===== src/rtl/ram_initiator.sv =====
// Byte-addressed request adapter onto the split even/odd RAM banks: 8/16-bit big-endian
// accesses, one outstanding request, valid/ready response. Window check: RAM_INITIATOR_BOUNDS_EN.
module ram_initiator #(
  parameter int ADDRBITS = 10
) (
  input  logic        clk,
  input  logic        reset,
  input  logic        req_valid,
  output logic        req_ready,
  input  logic        req_write,
  input  logic        req_wide,
  input  logic [15:0] req_addr,
  input  logic [15:0] req_wdata,
  output logic        rsp_valid,
  input  logic        rsp_ready,
  output logic [15:0] rsp_data,
  output logic        rsp_err,
  output logic [14:0] read_addr_even,
  output logic [14:0] write_addr_even,
  input  logic [7:0]  read_data_even,
  output logic [7:0]  write_data_even,
  output logic        write_en_even,
  output logic [14:0] read_addr_odd,
  output logic [14:0] write_addr_odd,
  input  logic [7:0]  read_data_odd,
  output logic [7:0]  write_data_odd,
  output logic        write_en_odd
);

  // state   | meaning
  // IDLE    | waiting for a request, req_ready high
  // ISSUE   | bank addresses driven, write strobes active for writes
  // CAPTURE | bank read data arriving, folded into rsp_data
  // RESP    | response held until rsp_ready
  typedef enum logic [1:0] {IDLE, ISSUE, CAPTURE, RESP} state_t;

  if (ADDRBITS < 2 || ADDRBITS > 14) begin : g_bad_addrbits
    $error("ram_initiator: ADDRBITS must be in 2..14");
  end

  state_t      state;
  logic        ready_q;
  logic        wr_q, wide_q, a0_q;
  logic        we_even_q, we_odd_q;
  logic [14:0] idx_even_q, idx_odd_q;
  logic [7:0]  wd_even_q, wd_odd_q;

  logic [14:0] idx_even_c, idx_odd_c;
  logic [7:0]  wd_even_c, wd_odd_c;
  logic        touch_even_c, touch_odd_c;
  logic        err_c;

`ifdef RAM_INITIATOR_BOUNDS_EN
  localparam int          SIZE    = 1 << ADDRBITS;
  localparam logic [15:0] RAMBASE = 16'(16'h4000 - SIZE);
  localparam logic [15:0] RAMLAST = 16'h3FFF;

  function automatic logic in_window(input logic [15:0] a);
    return (a >= RAMBASE) && (a <= RAMLAST);
  endfunction

  logic [15:0] addr_p1;
  always_comb begin
    addr_p1 = req_addr + 16'd1;
    err_c   = !in_window(req_addr) || (req_wide && !in_window(addr_p1));
  end
`else
  assign err_c = 1'b0;
`endif

  // A wide access at odd A puts byte A+1 in the even bank one word further on.
  always_comb begin
    idx_odd_c    = req_addr[15:1];
    idx_even_c   = (req_wide && req_addr[0]) ? req_addr[15:1] + 15'd1 : req_addr[15:1];
    touch_even_c = req_wide || !req_addr[0];
    touch_odd_c  = req_wide || req_addr[0];
    wd_even_c    = (req_wide && !req_addr[0]) ? req_wdata[15:8] : req_wdata[7:0];
    wd_odd_c     = (req_wide &&  req_addr[0]) ? req_wdata[15:8] : req_wdata[7:0];
  end

  always_ff @(posedge clk) begin
    if (reset) begin
      state      <= IDLE;
      ready_q    <= 1'b1;
      rsp_valid  <= 1'b0;
      rsp_err    <= 1'b0;
      rsp_data   <= 16'h0000;
      wr_q       <= 1'b0;
      wide_q     <= 1'b0;
      a0_q       <= 1'b0;
      we_even_q  <= 1'b0;
      we_odd_q   <= 1'b0;
      idx_even_q <= 15'h0000;
      idx_odd_q  <= 15'h0000;
      wd_even_q  <= 8'h00;
      wd_odd_q   <= 8'h00;
    end else begin
      case (state)
        IDLE: begin
          if (req_valid) begin
            ready_q  <= 1'b0;
            wr_q     <= req_write;
            wide_q   <= req_wide;
            a0_q     <= req_addr[0];
            rsp_data <= 16'h0000;
            if (err_c) begin
              rsp_err   <= 1'b1;
              rsp_valid <= 1'b1;
              state     <= RESP;
            end else begin
              idx_even_q <= idx_even_c;
              idx_odd_q  <= idx_odd_c;
              wd_even_q  <= wd_even_c;
              wd_odd_q   <= wd_odd_c;
              we_even_q  <= req_write && touch_even_c;
              we_odd_q   <= req_write && touch_odd_c;
              state      <= ISSUE;
            end
          end
        end
        ISSUE: begin
          we_even_q <= 1'b0;
          we_odd_q  <= 1'b0;
          if (wr_q) begin
            rsp_valid <= 1'b1;
            state     <= RESP;
          end else begin
            state <= CAPTURE;
          end
        end
        CAPTURE: begin
          if (!wide_q)
            rsp_data <= {8'h00, a0_q ? read_data_odd : read_data_even};
          else if (a0_q)
            rsp_data <= {read_data_odd, read_data_even};
          else
            rsp_data <= {read_data_even, read_data_odd};
          rsp_valid <= 1'b1;
          state     <= RESP;
        end
        RESP: begin
          if (rsp_ready) begin
            rsp_valid <= 1'b0;
            rsp_err   <= 1'b0;
            rsp_data  <= 16'h0000;
            ready_q   <= 1'b1;
            state     <= IDLE;
          end
        end
        default: state <= IDLE;
      endcase
    end
  end

  // Strobes are masked by reset so a reset landing in ISSUE cannot write.
  assign req_ready       = ready_q && !reset;
  assign write_en_even   = we_even_q && !reset;
  assign write_en_odd    = we_odd_q && !reset;
  assign read_addr_even  = idx_even_q;
  assign write_addr_even = idx_even_q;
  assign read_addr_odd   = idx_odd_q;
  assign write_addr_odd  = idx_odd_q;
  assign write_data_even = wd_even_q;
  assign write_data_odd  = wd_odd_q;

endmodule


===== config.mk =====
export PLATFORM = sky130hd
export DESIGN_NAME = ram_initiator
export DESIGN_NICKNAME = d
export VERILOG_FILES = /design/src/rtl/ram_initiator.sv
export SDC_FILE = /design/constraint.sdc
export NUM_CORES = 1
export LEC_CHECK = 0
export CORE_AREA = 5 5 102 104
export CTS_CLUSTER_DIAMETER = 100
export DETAILED_ROUTE_END_ITERATION = 8
export DIE_AREA = 0 0 107 109
export PLACE_DENSITY = 0.75
export SYNTH_ARGS = -nofsm -noshare
export SYNTH_HDL_FRONTEND = slang
export SYNTH_SLANG_ARGS = --single-unit
export TNS_END_PERCENT = 1

===== constraint.sdc =====
create_clock -name clk -period 1.67 [get_ports clk]
set_input_delay 0.2505 -clock clk [delete_from_list [all_inputs] [get_ports clk]]
set_output_delay 0.2505 -clock clk [all_outputs]
set_load 0.05 [all_outputs]

* After elaboration in Yosys (flattened, before gate mapping)
Cells that the tools add are included.
Cells by class: muxes and demuxes 23, shift-type cells 0, reduce and logical (&&, ||, !) cells 21, div/mod/pow operators 0, $mul 0, order comparisons 0, bitwise gates (word level) 1, add/sub/neg operators 1, equality and inequality tests 6
Operator list (count):
- $mux W16 | 4
- $pmux W16 S3 | 1
- $mux W8 | 3
- $add A15 B1 Y15 const B | 1
- $mux W15 | 1
- $reduce_and A3 Y1 | 3
- $pmux W2 S4 | 1
- $logic_and A1 B1 Y1 | 7
- $mux W1 | 7
- $ne A2 B2 Y1 const B | 3
- $pmux W1 S2 | 3
- $reduce_and A2 Y1 | 3
- $eq A2 B2 Y1 const B | 2
- $mux W2 | 2
- $reduce_bool A2 Y1 | 2
- $pmux W1 S3 | 1
- $reduce_bool A3 Y1 | 1
- $eq A2 B1 Y1 const B | 1
- $logic_not A1 Y1 | 2
- $logic_not A2 Y1 | 1
- $logic_or A1 B1 Y1 | 2
- $not A1 Y1 | 1
Storage, ports and cells: RAM bits 0, latch bits 0, register bits after elaboration 71, output and inout bits 97, memories kept 0, bits in read-only memories 0

* Depth between registers and ports, before layout
word-level depth 5, mapped depth 8

* Worst setup path after synthesis
Ideal clock, no wire load.
path type register to register, start point register state[0], end point register idx_even_q[10] (netlist: read_addr_even[10]), path buffers 3, stages on the path, launching flop included 8, setup slack -0.153 ns, data arrival time 1.685 ns, data required time 1.533 ns, cell sequence dfxtp_1 inv_1 ha_1 and2_1 clkbuf_1 clkbuf_1 buf_1 a211oi_1
On the way: cells in the longest elaborated chain, start to end 2
Ends and longest elaborated chain:
- start, declared | RTL line 41 | state_t state;
- start signal, assigned | RTL line 83 | state <= IDLE;
- start signal, assigned | RTL line 109 | state <= RESP;
- start signal, assigned | RTL line 117 | state <= ISSUE;
- $logic_not A2 Y1 | RTL line 98 | case (state)
- $reduce_and A2 Y1 (no source line)
- end signal, assigned | RTL line 111 | idx_even_q <= idx_even_c;
- end, declared | RTL line 45 | logic [14:0] idx_even_q, idx_odd_q;
No other way between the ends. A chain may end at the register's enable or synchronous reset.

* Worst setup path in the final report
start point input port req_addr[8], end point register idx_even_q[13] (netlist: read_addr_even[13])
On the way: cells in the longest elaborated chain, start to end 2
Ends and longest elaborated chain:
- start, declared | RTL line 12 | input logic [15:0] req_addr,
- $add A15 B1 Y15 | RTL line 74 | idx_even_c = (req_wide && req_addr[0]) ? req_addr[15:1] + 15'd1 : req_addr[15:1];
- $mux W15 | RTL line 74
No other way between the ends.

==> results_dict.tcl <==
set metrics [dict create \
    status "finished, violations left" \
    violations "negative setup slack" \
    final_nets 626 \
    synthArstFlopShare 0 \
    tritoncts "built" \
    rr_worst_depth 7 \
    grtUsageTotal 0.176 \
    clock.fmax_ghz 0.598 \
    ant_nets 0 \
    crit_path_end "read_addr_even[13]" \
    firstDrtPassIters 4 \
    cts-buffers-inserted 9 \
    final_common_cell "buf_4" \
    rows 36 \
    clk_path_buf_depth 2 \
    wl_per_cell_um 15.3 \
    dp_cells 669 \
    grt-ovfl-total 0 \
    clock_skew_ns 0.0118 \
    drt_iter0_drc 170 \
    die_w_um 107 \
    hold_buffers 0 \
    worstSetupStartpoint "req_addr[8]" \
    layout.cells.non_filler 686 \
    grt_max_degree 47 \
    initial_core_util 0.367 \
    layout_common_cells "139 x buf_4, 69 x dfxtp_1, 58 x nand2_1, 49 x clkdlybuf4s50_1, 46 x nor2_1" \
    rsz0062_at_grt "yes" \
    powerDensity_nw_per_um2 1630 \
    irDropWorstVdd_mv 0.806 \
    clock_latency_ns 0.36 \
    ys_seq_area_frac 0.410 \
    avgSynthCellArea_um2 8.36 \
    crit_required_ns 1.92 \
    final_area_um2 5200 \
    cp_max_fo 3 \
    via_per_inst 5.05 \
    timing_max_transition_violations_final 0 \
    clkTransAtPathRegs_ns 0.08 \
    drc 0 \
    crit_path_cell_trace "clkdlybuf4s50_1 > nand4_4 > or2_4 > or4_1 > a311oi_1" \
    ios 151 \
    worst_slack_ns -0.00233 \
    first_global_vias 3340 \
    synth_edf_count 0 \
    coreArea_um2 9460 \
    setup_viol_count_final 1 \
    hold_viol 0 \
    path_class "input port to register" \
    ys_types 37 \
    vias 3461 \
    drive_gt1_frac 0.306 \
    die_area_um2 11700 \
    r2r-end "rsp_data[9]" \
    max-cap-violations 0 \
    cp_slowest_cell "clkdlybuf4s50_1" \
    start_kind "input port" \
    root_buffer "clkbuf_8" \
    rrSetupSlack_ns 0.11 \
    syn-num-nets 474 \
    syn_to_final_growth_pct 50.0 \
    arrival_ns 1.93 \
    io_buffers 149 \
    slowest_delay_ns 0.53 \
    ys_ff_latch 71 \
    grt_pass1_wl_um 16400 \
    finalCritPeriodShare 1.00 \
    die_y_um 109 \
    dp_hpwl_um 8140 \
    post_dp_cell_area_um2 4960 \
    synthFlopType "dfxtp_1" \
    p_leak_uw 0.00221 \
    diodes 0 \
    drt_wl_total_um 10500 \
    clock-sinks 71 \
    r2r_start "state[1]" \
    hold_path.class "input port to register" \
    gp_congestion 0.840 \
    antenna_found_initial 0 \
    syn_area_um2 3470 \
    end_kind "register" \
    period_minus_slack_ns 1.67 \
    synth_warnings 0 \
    synthCells 415 \
    finalPower_uw 8480 \
    cts_max_level 3 \
]
what timing repair did:
item / in CTS / in global routing
hold endpoints to repair: 0 / 0
pin swaps: 1 / 2
setup endpoints to repair: 2 / 29
buffers inserted: 0 / 1
resized for setup: 1 / 11
through the flow:
stage               setup TNS [ns]  setup slack (ns)   util  hold WS, ns
global route               -0.0429           -0.0249  0.550        0.250
detailed placement           -4.22            -0.402  0.525        0.445
floorplan                   -0.662           -0.0559      -        0.386
global placement             -2.78            -0.285  0.525        0.445
CTS                              0            0.0108  0.546        0.233
finish                    -0.00233          -0.00233  0.550        0.245
where the power goes:
group	internal [uW]	total, uW	switching (uW)
registers	2090	2380	289
clock network	698	1390	694
logic	1610	4710	3100
how the worst min path moves through the flow:
stage,start,endpoint,slack [ns],cells past startpoint
final,reset,state[1],0.24,2
after floorplan,req_write,wr_q,0.39,2
after global routing,reset,state[1],0.25,2
after detailed placement,rsp_data[14],rsp_data[14],0.44,2
after global placement,rsp_data[14],rsp_data[14],0.45,2
after CTS,reset,state[1],0.23,2
registers in the layout, summed over array words and instances (netlist names):
| signal | cells |
|---|---|
| we_even_q | 1 |
| rsp_valid | 1 |
| a0_q | 1 |
| read_addr_even | 15 |
| wide_q | 1 |
| state | 2 |
| wr_q | 1 |
| read_addr_odd | 15 |
| we_odd_q | 1 |
| write_data_odd | 8 |
| rsp_data | 16 |
| ready_q | 1 |
| write_data_even | 8 |
synth_stat cells (4+ instances only):
| cell | n | area, um^2 |
|---|---|---|
| a211oi_1 | 20 | 150 |
| a21oi_1 | 31 | 155 |
| a2bb2oi_1 | 8 | 70.1 |
| a311oi_1 | 11 | 96.3 |
| buf_4 | 31 | 233 |
| clkbuf_1 | 21 | 78.8 |
| dfxtp_1 | 71 | 1420 |
| ha_1 | 5 | 62.6 |
| inv_1 | 8 | 30.0 |
| mux2i_1 | 24 | 240 |
| nand2_1 | 58 | 218 |
| nand3_1 | 17 | 85.1 |
| nand4_1 | 4 | 25.0 |
| nor2_1 | 46 | 173 |
| nor4_1 | 6 | 37.5 |
| or3_1 | 9 | 56.3 |
| xnor2_1 | 6 | 52.6 |
| xor2_1 | 5 | 43.8 |
metal layers:
layer,share of wire,track usage,up-vias
li1,-,-,1724
met1,0.44,0.231,1605
met2,0.48,0.284,117
met3,0.062,0.0385,15
met4,0.021,0.0676,0
met5,0,0,-
critical path: cells and delay by family:
family	cells	cell delay, ns
simple gates	3	0.90
buf+inv	1	0.53
compound gates	1	0.25
area by class of cell:
class,count,area [um^2]
Fill cell,857,4260
Clock buffer,10,128
Tap cell,114,143
Multi-Input combinational cell,278,1700
Timing Repair Buffer,199,1710
Inverter,8,30.0
Clock inverter,6,70.1
Sequential cell,71,1420
kinds of logic (layout without fill, tap and decap cells):
kind of cell / Yosys count / in the layout / share of synthesized area
and+or+nand+nor: 157 / 157 / 0.209
muxes: 24 / 24 / 0.0692
AOI/OAI and AO/OA: 79 / 79 / 0.154
buffers and inverters: 66 / 223 / 0.106
other: 1 / 1 / 0.00108
xor gates and xnor gates: 12 / 12 / 0.0325
adders and majority gates: 5 / 5 / 0.0180
DFF: 71 / 71 / 0.410
No activity file was read; power rests on OpenSTA's default activity.
